`src/rtl/uart_tx_arbiter_pkg.sv`:
```
// Shared types and constants for the UART TX arbiter: FSM state encoding,
// requester limits and the inter-load gap counter width.
package uart_tx_arbiter_pkg;

  localparam int unsigned MAX_NUM_REQ = 8;
  localparam int unsigned GAP_CNT_W   = 8;
  localparam int unsigned BYTE_W      = 8;

  typedef enum logic [2:0] {
    IDLE,
    LOAD,
    WAIT_BUSY,
    WAIT_RDY,
    GAP
  } state_e;

  // Index width for a requester count; never below one bit.
  function automatic int unsigned idx_width(input int unsigned n);
    return (n > 1) ? $clog2(n) : 1;
  endfunction

endpackage

```
`src/rtl/uart_tx_arbiter_rr_select.sv`:
```
// Round-robin winner selection: scans requests starting one past the last
// granted index and returns a one-hot winner plus a valid flag.
module rr_select
  import uart_tx_arbiter_pkg::*;
#(
  parameter int unsigned NUM_REQ = 4,
  parameter int unsigned IDX_W   = idx_width(NUM_REQ)
) (
  input  logic [NUM_REQ-1:0] req,
  input  logic [IDX_W-1:0]   last,
  output logic [NUM_REQ-1:0] winner,
  output logic               valid
);

  logic [IDX_W-1:0] idx;

  always_comb begin
    winner = '0;
    valid  = 1'b0;
    idx    = '0;
    for (int unsigned off = 1; off <= NUM_REQ; off++) begin
      idx = IDX_W'((32'(last) + off) % NUM_REQ);
      if (!valid && req[idx]) begin
        winner[idx] = 1'b1;
        valid       = 1'b1;
      end
    end
  end

endmodule

```
`src/rtl/uart_tx_arbiter.sv`:
```
// Round-robin arbiter feeding bytes from NUM_REQ requesters into one UART TX
// engine. Optional packet lock enabled by defining UART_TX_ARB_LOCK_EN.
module uart_tx_arbiter
  import uart_tx_arbiter_pkg::*;
#(
  parameter int unsigned NUM_REQ    = 4,
  parameter int unsigned GAP_CYCLES = 0
) (
  input  logic                      clock,
  input  logic                      reset,
  input  logic [NUM_REQ-1:0]        req,
  input  logic [BYTE_W*NUM_REQ-1:0] req_data,
`ifdef UART_TX_ARB_LOCK_EN
  input  logic [NUM_REQ-1:0]        req_lock,
`endif
  output logic [NUM_REQ-1:0]        grant,
  input  logic                      tx_rdy,
  output logic                      tx_load,
  output logic [BYTE_W-1:0]         tx_load_data,
  output logic                      busy
);

  localparam int unsigned IDX_W = idx_width(NUM_REQ);

  if (NUM_REQ < 2 || NUM_REQ > MAX_NUM_REQ) begin : g_bad_num_req
    $error("uart_tx_arbiter: NUM_REQ out of range");
  end

  state_e               state, state_d;
  logic [IDX_W-1:0]     last_grant;
  logic [IDX_W-1:0]     win_idx;
  logic [GAP_CNT_W-1:0] gap_cnt, gap_cnt_d;
  logic [NUM_REQ-1:0]   eligible;
  logic [NUM_REQ-1:0]   winner;
  logic                 win_valid;
  logic                 take;
  logic [BYTE_W-1:0]    win_byte;

`ifdef UART_TX_ARB_LOCK_EN
  // A locked last winner keeps the channel until its lock bit drops.
  always_comb begin
    eligible = req;
    if (req_lock[last_grant]) begin
      eligible = req & (NUM_REQ'(1) << last_grant);
    end
  end
`else
  assign eligible = req;
`endif

  rr_select #(
    .NUM_REQ (NUM_REQ),
    .IDX_W   (IDX_W)
  ) u_rr_select (
    .req    (eligible),
    .last   (last_grant),
    .winner (winner),
    .valid  (win_valid)
  );

  always_comb begin
    win_idx  = '0;
    win_byte = '0;
    for (int unsigned i = 0; i < NUM_REQ; i++) begin
      if (winner[i]) begin
        win_idx  = IDX_W'(i);
        win_byte = req_data[BYTE_W*i +: BYTE_W];
      end
    end
  end

  // Next state; grant is a same-cycle pulse while arbitrating in IDLE.
  always_comb begin
    state_d   = state;
    gap_cnt_d = gap_cnt;
    take      = 1'b0;
    grant     = '0;
    case (state)
      IDLE: begin
        if (tx_rdy && win_valid && !reset) begin
          take    = 1'b1;
          grant   = winner;
          state_d = LOAD;
        end
      end
      LOAD: state_d = WAIT_BUSY;
      WAIT_BUSY: begin
        if (!tx_rdy) state_d = WAIT_RDY;
      end
      WAIT_RDY: begin
        if (tx_rdy) begin
          if (GAP_CYCLES > 0) begin
            state_d   = GAP;
            gap_cnt_d = GAP_CNT_W'(GAP_CYCLES);
          end else begin
            state_d = IDLE;
          end
        end
      end
      GAP: begin
        gap_cnt_d = gap_cnt - GAP_CNT_W'(1);
        if (gap_cnt <= GAP_CNT_W'(1)) state_d = IDLE;
      end
      default: state_d = IDLE;
    endcase
  end

  always_ff @(posedge clock) begin
    if (reset) begin
      state        <= IDLE;
      gap_cnt      <= '0;
      last_grant   <= IDX_W'(NUM_REQ - 1);
      tx_load      <= 1'b0;
      tx_load_data <= '0;
      busy         <= 1'b0;
    end else begin
      state   <= state_d;
      gap_cnt <= gap_cnt_d;
      tx_load <= (state_d == LOAD);
      busy    <= (state_d != IDLE);
      if (take) begin
        last_grant   <= win_idx;
        tx_load_data <= win_byte;
      end
    end
  end

endmodule

```
`config.mk`:
```
export PLATFORM = sky130hd
export DESIGN_NAME = uart_tx_arbiter
export DESIGN_NICKNAME = d
export VERILOG_FILES = /design/src/rtl/uart_tx_arbiter_pkg.sv /design/src/rtl/uart_tx_arbiter_rr_select.sv /design/src/rtl/uart_tx_arbiter.sv
export SDC_FILE = /design/constraint.sdc
export NUM_CORES = 1
export LEC_CHECK = 0
export ABC_AREA = 1
export ABC_CLOCK_PERIOD_IN_PS = 3290
export BUFFER_PORTS_ARGS = -buffer_cell sky130_fd_sc_hd__buf_2
export CAP_MARGIN = 20
export CORE_MARGIN = 2
export CORE_UTILIZATION = 54
export CTS_BUF_LIST = sky130_fd_sc_hd__clkbuf_4
export DETAILED_ROUTE_END_ITERATION = 6
export GPL_TIMING_DRIVEN = 0
export PLACE_DENSITY = 0.83
export REMOVE_ABC_BUFFERS = 1
export SKIP_CTS_REPAIR_TIMING = 1
export SYNTH_ARGS = -nofsm -noshare
export SYNTH_HDL_FRONTEND = slang
export SYNTH_SLANG_ARGS = --single-unit
```
`constraint.sdc`:
```
create_clock -name clock -period 3.29 [get_ports clock]
set_clock_uncertainty 0.1 [all_clocks]
set_input_delay 0.4935 -clock clock [delete_from_list [all_inputs] [get_ports clock]]
set_output_delay 0.4935 -clock clock [all_outputs]
set_load 0.03 [all_outputs]
```
==> flow_metrics.tcl, run 1 <==
set metrics [dict create \
    cp-end-kind "output port" \
    yosys-top-cells-area "dfxtp_1 25%, nand2_1 16%, inv_1 9.5%, a21oi_1 8.8%, ha_1 6.9%" \
    synth_top_area_cell "dfxtp_1" \
    yosys_warnings 0 \
    drc_errors 0 \
    design_power_total_mw 0.909 \
    cp.required_ns 2.70 \
    gp_congestion 0.823 \
    fp.dieH_um 62.0 \
    cts_root_buffer "clkbuf_4" \
    finalMaxSlewViolations 0 \
    io_buffers 52 \
    grt_util_met3_pct 2.48 \
    p_leak_nw 1.16 \
    hp-class "reg2reg" \
    peakVddDrop_v 0.000322 \
    layout-drive-gt1-share_pct 28.8 \
    crit_fanout 18 \
    dp_hpwl_um 2880 \
    status "finished clean" \
    tns_ns 0 \
    tightest_slew_ns 0.428 \
    slew_headroom_pct 71.5 \
    vias 1803 \
    yosys.area.top_type_share_pct 25.4 \
    period_minus_slack_ns 3.07 \
    grt_pass1_wl_um 5710 \
    min_period_over_period_pct 93.3 \
    finalWirelength_um 3760 \
    start_util_pct 55.2 \
    final_area_um2 2130 \
    powerDensity_nw_per_um2 426 \
    core_area_um2 3280 \
    seq_area_frac_synth_pct 25.4 \
    numCtsBuffers 3 \
    wl_per_cell_um 10.1 \
    dr.first_iter.drc_count 83 \
    synth_area_per_cell_um2 6.62 \
    placed_area_um2 2080 \
    vias_per_cell 4.85 \
    globalRouteTotalUtil_pct 19.6 \
    rsz0062_at_grt "no" \
    fp.dieW_um 62.0 \
    ys_seq_elements 23 \
    grt_remaining_overflow 0 \
    nNetsFinal 376 \
    netlist_area_um2 1810 \
    fmax_ghz 0.326 \
    h-tree-depth 1 \
    tritoncts "done" \
    setup_viol 0 \
    design.die.area_um2 3840 \
    grt_max_degree 20 \
    num_antenna_cells 0 \
    use_met1_pct 23.7 \
    antenna_found_initial 0 \
    fin_util_pct 65.0 \
    synth_cell_types 29 \
    worstSkewPairLatency_ns 0.31 \
    critical_path_class "reg2out" \
    grt_pass1_vias 1472 \
    hold_slack_ns 0.383 \
    syn_inst 274 \
    drv_cap 0 \
    reg2reg_slack_ns 0.90 \
    ant_nets 0 \
    area_growth_pct 17.7 \
    clkTransAtPathRegs_ns 0.12 \
    rows 21 \
    cts_buffer_depth 2 \
    cts.sinks 23 \
    hold_viol 0 \
    grt_use_met2_pct 34.5 \
    io_pins 53 \
    top_usage_layer "met2" \
    cp-start-kind "register" \
    drtPass1Iterations 4 \
    cp.arrival_ns 2.48 \
]
## final timing paths
path | to | startpoint | cells after the start
setup / recovery | grant[2] | last_grant[0] | 12
hold / removal | tx_load_data[2] | tx_load_data[2] | 2
setup reg to reg | tx_load_data[5] | last_grant[0] | 15
hold reg to reg | tx_load_data[2] | tx_load_data[2] | 2
## synthesized netlist by cell type, drive strengths merged
cell     count
xor2         1
nand2       88
inv         49
nand4        1
nor3         4
buf          6
o2111ai      2
a21oi       43
nor2        17
a31oi        2
dfxtp       23
nand3       21
o211ai       1
o21ai        5
ha          10
and3         1
## critical path, cell delays in order, from the launching register on
cell     delay [ns]
dfxtp_4        0.47
inv_6          0.08
ha_1           0.36
inv_1          0.13
nand3_4        0.12
nand2_4        0.11
nand2_2        0.09
nor3_4         0.17
nand2_2        0.09
nand2_4        0.18
nand2_1        0.11
inv_1          0.06
buf_2          0.18
## report_power, final
part	switching [mW]	leakage, nW	internal [mW]
clock	0.0819	0.0184	0.0556
combinational	0.295	0.954	0.160
sequential	0.0171	0.187	0.299
total	0.394	1.16	0.515
## registers in the layout, summed over array words and instances, names as in the netlist
| signal | count |
|---|---|
| busy | 1 |
| gap_cnt | 8 |
| last_grant | 2 |
| state | 3 |
| tx_load | 1 |
| tx_load_data | 8 |
## cell usage in the layout (no fill, tap or decap), types with 2 or more instances in the layout
cell type / synthesis / routed
nand2_1: 76 / 76
buf_2: 2 / 52
inv_1: 46 / 45
a21oi_1: 32 / 32
dfxtp_1: 23 / 21
nand3_1: 17 / 17
nor2_1: 16 / 16
a21oi_2: 10 / 10
ha_1: 10 / 10
nand2_4: 6 / 6
nand2_2: 6 / 6
o21ai_0: 4 / 4
clkbuf_4: 0 / 4
inv_2: 2 / 3
nor3_1: 3 / 3
nand3_4: 2 / 2
nand3_2: 2 / 2
a31oi_1: 2 / 2
o2111ai_1: 2 / 2
buf_4: 0 / 2
## kinds of logic (layout without fill, tap and decap cells)
logic type               after synthesis  after routing  synth area share, %
flip-flops                            23             23                 25.4
AO/OA/AOI/OAI                         53             53                 18.6
buffers and inverters                 55            107                 13.0
XOR/XNOR                               1              1                0.483
adder cells (fa/ha/maj)               10             10                 6.90
AND/OR/NAND/NOR                      132            132                 35.6
## cell type report
type | instances | area [um^2]
clock buffers | 4 | 30.0
flip-flops and latches | 23 | 465
inverters | 49 | 189
multi-input cells | 196 | 1120
repair buffers | 54 | 275
well taps | 46 | 57.6
fillers | 299 | 1150
## metal layers
| metal | part of all wire [%] | up-vias |
|---|---|---|
| met1 | 47 | 788 |
| met5 | 0 | - |
| li1 | - | 972 |
| met2 | 48 | 37 |
| met4 | 1.8 | 0 |
| met3 | 3.2 | 6 |
## stage by stage
step | worst slack (ns) | cells
after floorplan | 0.429 | 268
after global placement | 0.248 | 366
after detailed placement | 0.214 | 366
after CTS | -0.138 | 370
after global routing | 0.0343 | 372
final | 0.220 | 372
(Power assumes the default switching activity.)
==> run 2, diff against run 1 <==
Settings changed: ABC_CLOCK_PERIOD_IN_PS 3290 to 3000.
Clock period 3.29 ns to 3 ns, I/O delays scaled along.
==> flow_metrics.tcl, run 2 (synthesis results as in run 1) <==
set metrics [dict create \
    r2r-start "last_grant[0]" \
    cts_root_buffer "clkbuf_4" \
    fin_util_pct 67.3 \
    cp_top_family "simple AND/OR/NAND/NOR gates" \
    numCtsBuffers 3 \
    hold_end "tx_load_data[7]" \
    holdPathStages 5 \
    min_from "req_data[31]" \
    grt_remaining_overflow 0 \
    globalRouteTotalUtil_pct 19.6 \
    tritoncts "done" \
    dp_hpwl_um 2880 \
    vias_per_cell 4.78 \
    drtPass1Iterations 4 \
    nNetsFinal 382 \
    core_area_um2 3280 \
    io_pins 53 \
    fp.dieH_um 62.0 \
    hold_slack_ns 0.381 \
    finalWirelength_um 3900 \
    drv_cap 0 \
    hold_viol 0 \
    cp-end-kind "output port" \
    wl_per_cell_um 10.3 \
    antenna_found_initial 0 \
    grt_max_degree 20 \
    cp-start-kind "register" \
    worstSkewPairLatency_ns 0.31 \
    final_cell_mix "76 x nand2_1, 51 x buf_2, 45 x inv_1" \
    rsz0062_at_grt "yes" \
    final_cells 378 \
    finalMaxSlewViolations 0 \
    setup_viol 0 \
    cp_slowest_stage_delay_ns 0.43 \
    status "finished clean" \
    design.die.area_um2 3840 \
    cp.required_ns 2.45 \
    cts.sinks 23 \
    layout_commonest_cell "nand2_1" \
    slew_headroom_pct 71.4 \
    h-tree-depth 1 \
    seq_area_um2 468 \
    rows 21 \
    cp_num_cells 12 \
    cts_buffer_depth 2 \
    num_antenna_cells 0 \
    fmax_ghz 0.350 \
    fp.dieW_um 62.0 \
    worstPathCellList "inv_6 > ha_4 > inv_1 > nand3_4 > nand2_4 > nand2_2 > nor3_4 > nand2_1 > nand2_4 > nand2_1 > inv_1 > buf_2" \
    p_leak_nw 1.19 \
    r2r_cells 15 \
    io_buffers 52 \
    hp-class "in2reg" \
    vias 1807 \
    combPwrFrac_pct 51.9 \
    peakVddDrop_v 0.000354 \
    drc_errors 0 \
    reg2reg_slack_ns 0.63 \
    pwr-share-seq_pct 33.4 \
    grt_pass1_vias 1472 \
    period_minus_slack_ns 2.86 \
    swShare_pct 43.2 \
    p_switching_mw 0.446 \
    dp.cells 366 \
    pwr-share-clk_pct 14.7 \
    powerDensity_nw_per_um2 467 \
    dr.first_iter.drc_count 78 \
    critical_path_class "reg2out" \
    min_period_over_period_pct 95.3 \
    p_int_mw 0.587 \
    clkTransAtPathRegs_ns 0.12 \
    start_util_pct 55.2 \
    cp.arrival_ns 2.31 \
    ant_nets 0 \
    gp_congestion 0.823 \
    crit_fanout 10 \
    slowest_stage "dfxtp_4" \
    r2r-end "tx_load_data[4]" \
    layout-drive-gt1-share_pct 30.4 \
    area_growth_pct 21.9 \
    multi_input_area_um2 1140 \
    fillers 290 \
    tightest_slew_ns 0.429 \
    critical_path_buf_inv_count 4 \
    reg_top3 "gap_cnt (8), tx_load_data (8), state (3)" \
    grt_pass1_wl_um 5710 \
]
## run 2: power groups by stage
stage | clock [mW] | combinational [mW] | sequential, mW
after floorplan | 0 | 0.347 | 0.382
after global placement | 0 | 0.484 | 0.352
after detailed placement | 0 | 0.490 | 0.352
after CTS | 0.155 | 0.492 | 0.345
after global routing | 0.168 | 0.596 | 0.347
final | 0.152 | 0.536 | 0.345
## run 2: worst max path at each step
| stage | start | to | slack [ns] |
|---|---|---|---|
| after floorplan | last_grant[0] | grant[0] | 0.18 |
| after global placement | last_grant[0] | grant[3] | 0.002 |
| after detailed placement | last_grant[0] | grant[3] | -0.03 |
| after CTS | last_grant[0] | grant[3] | -0.38 |
| after global routing | last_grant[0] | grant[3] | -0.03 |
| final | last_grant[0] | grant[3] | 0.14 |
## run 2: worst min-delay path: stages
cell,delay [ns]
buf_2,0.10
inv_1,0.04
a21oi_1,0.05
nand2_1,0.07
a21oi_2,0.05
## run 2: area by class of cell
class / count / share of cell area, %
multi-input cells: 196 / 51.5
flip-flops and latches: 23 / 21.2
repair buffers: 60 / 14.6
inverters: 49 / 8.77
well taps: 46 / 2.60
clock buffers: 4 / 1.36
## run 2: layer usage
| layer | global-route usage [%] | part of all wire (%) |
|---|---|---|
| met5 | 0 | 0 |
| met4 | 8.81 | 1.7 |
| met3 | 2.48 | 2.7 |
| met2 | 34.5 | 49 |
| met1 | 23.7 | 47 |
## run 2: metrics by stage
stage,setup TNS (ns),setup WS [ns],instance area (um^2),power [mW]
3_3_place_gp,0,0.00187,2080,0.836
6_report,0,0.142,2210,1.03
5_1_grt,-0.0309,-0.0309,2210,1.11
2_1_floorplan,0,0.182,1770,0.730
4_1_cts,-1.22,-0.384,2110,0.991
3_5_place_dp,-0.0325,-0.0325,2080,0.842
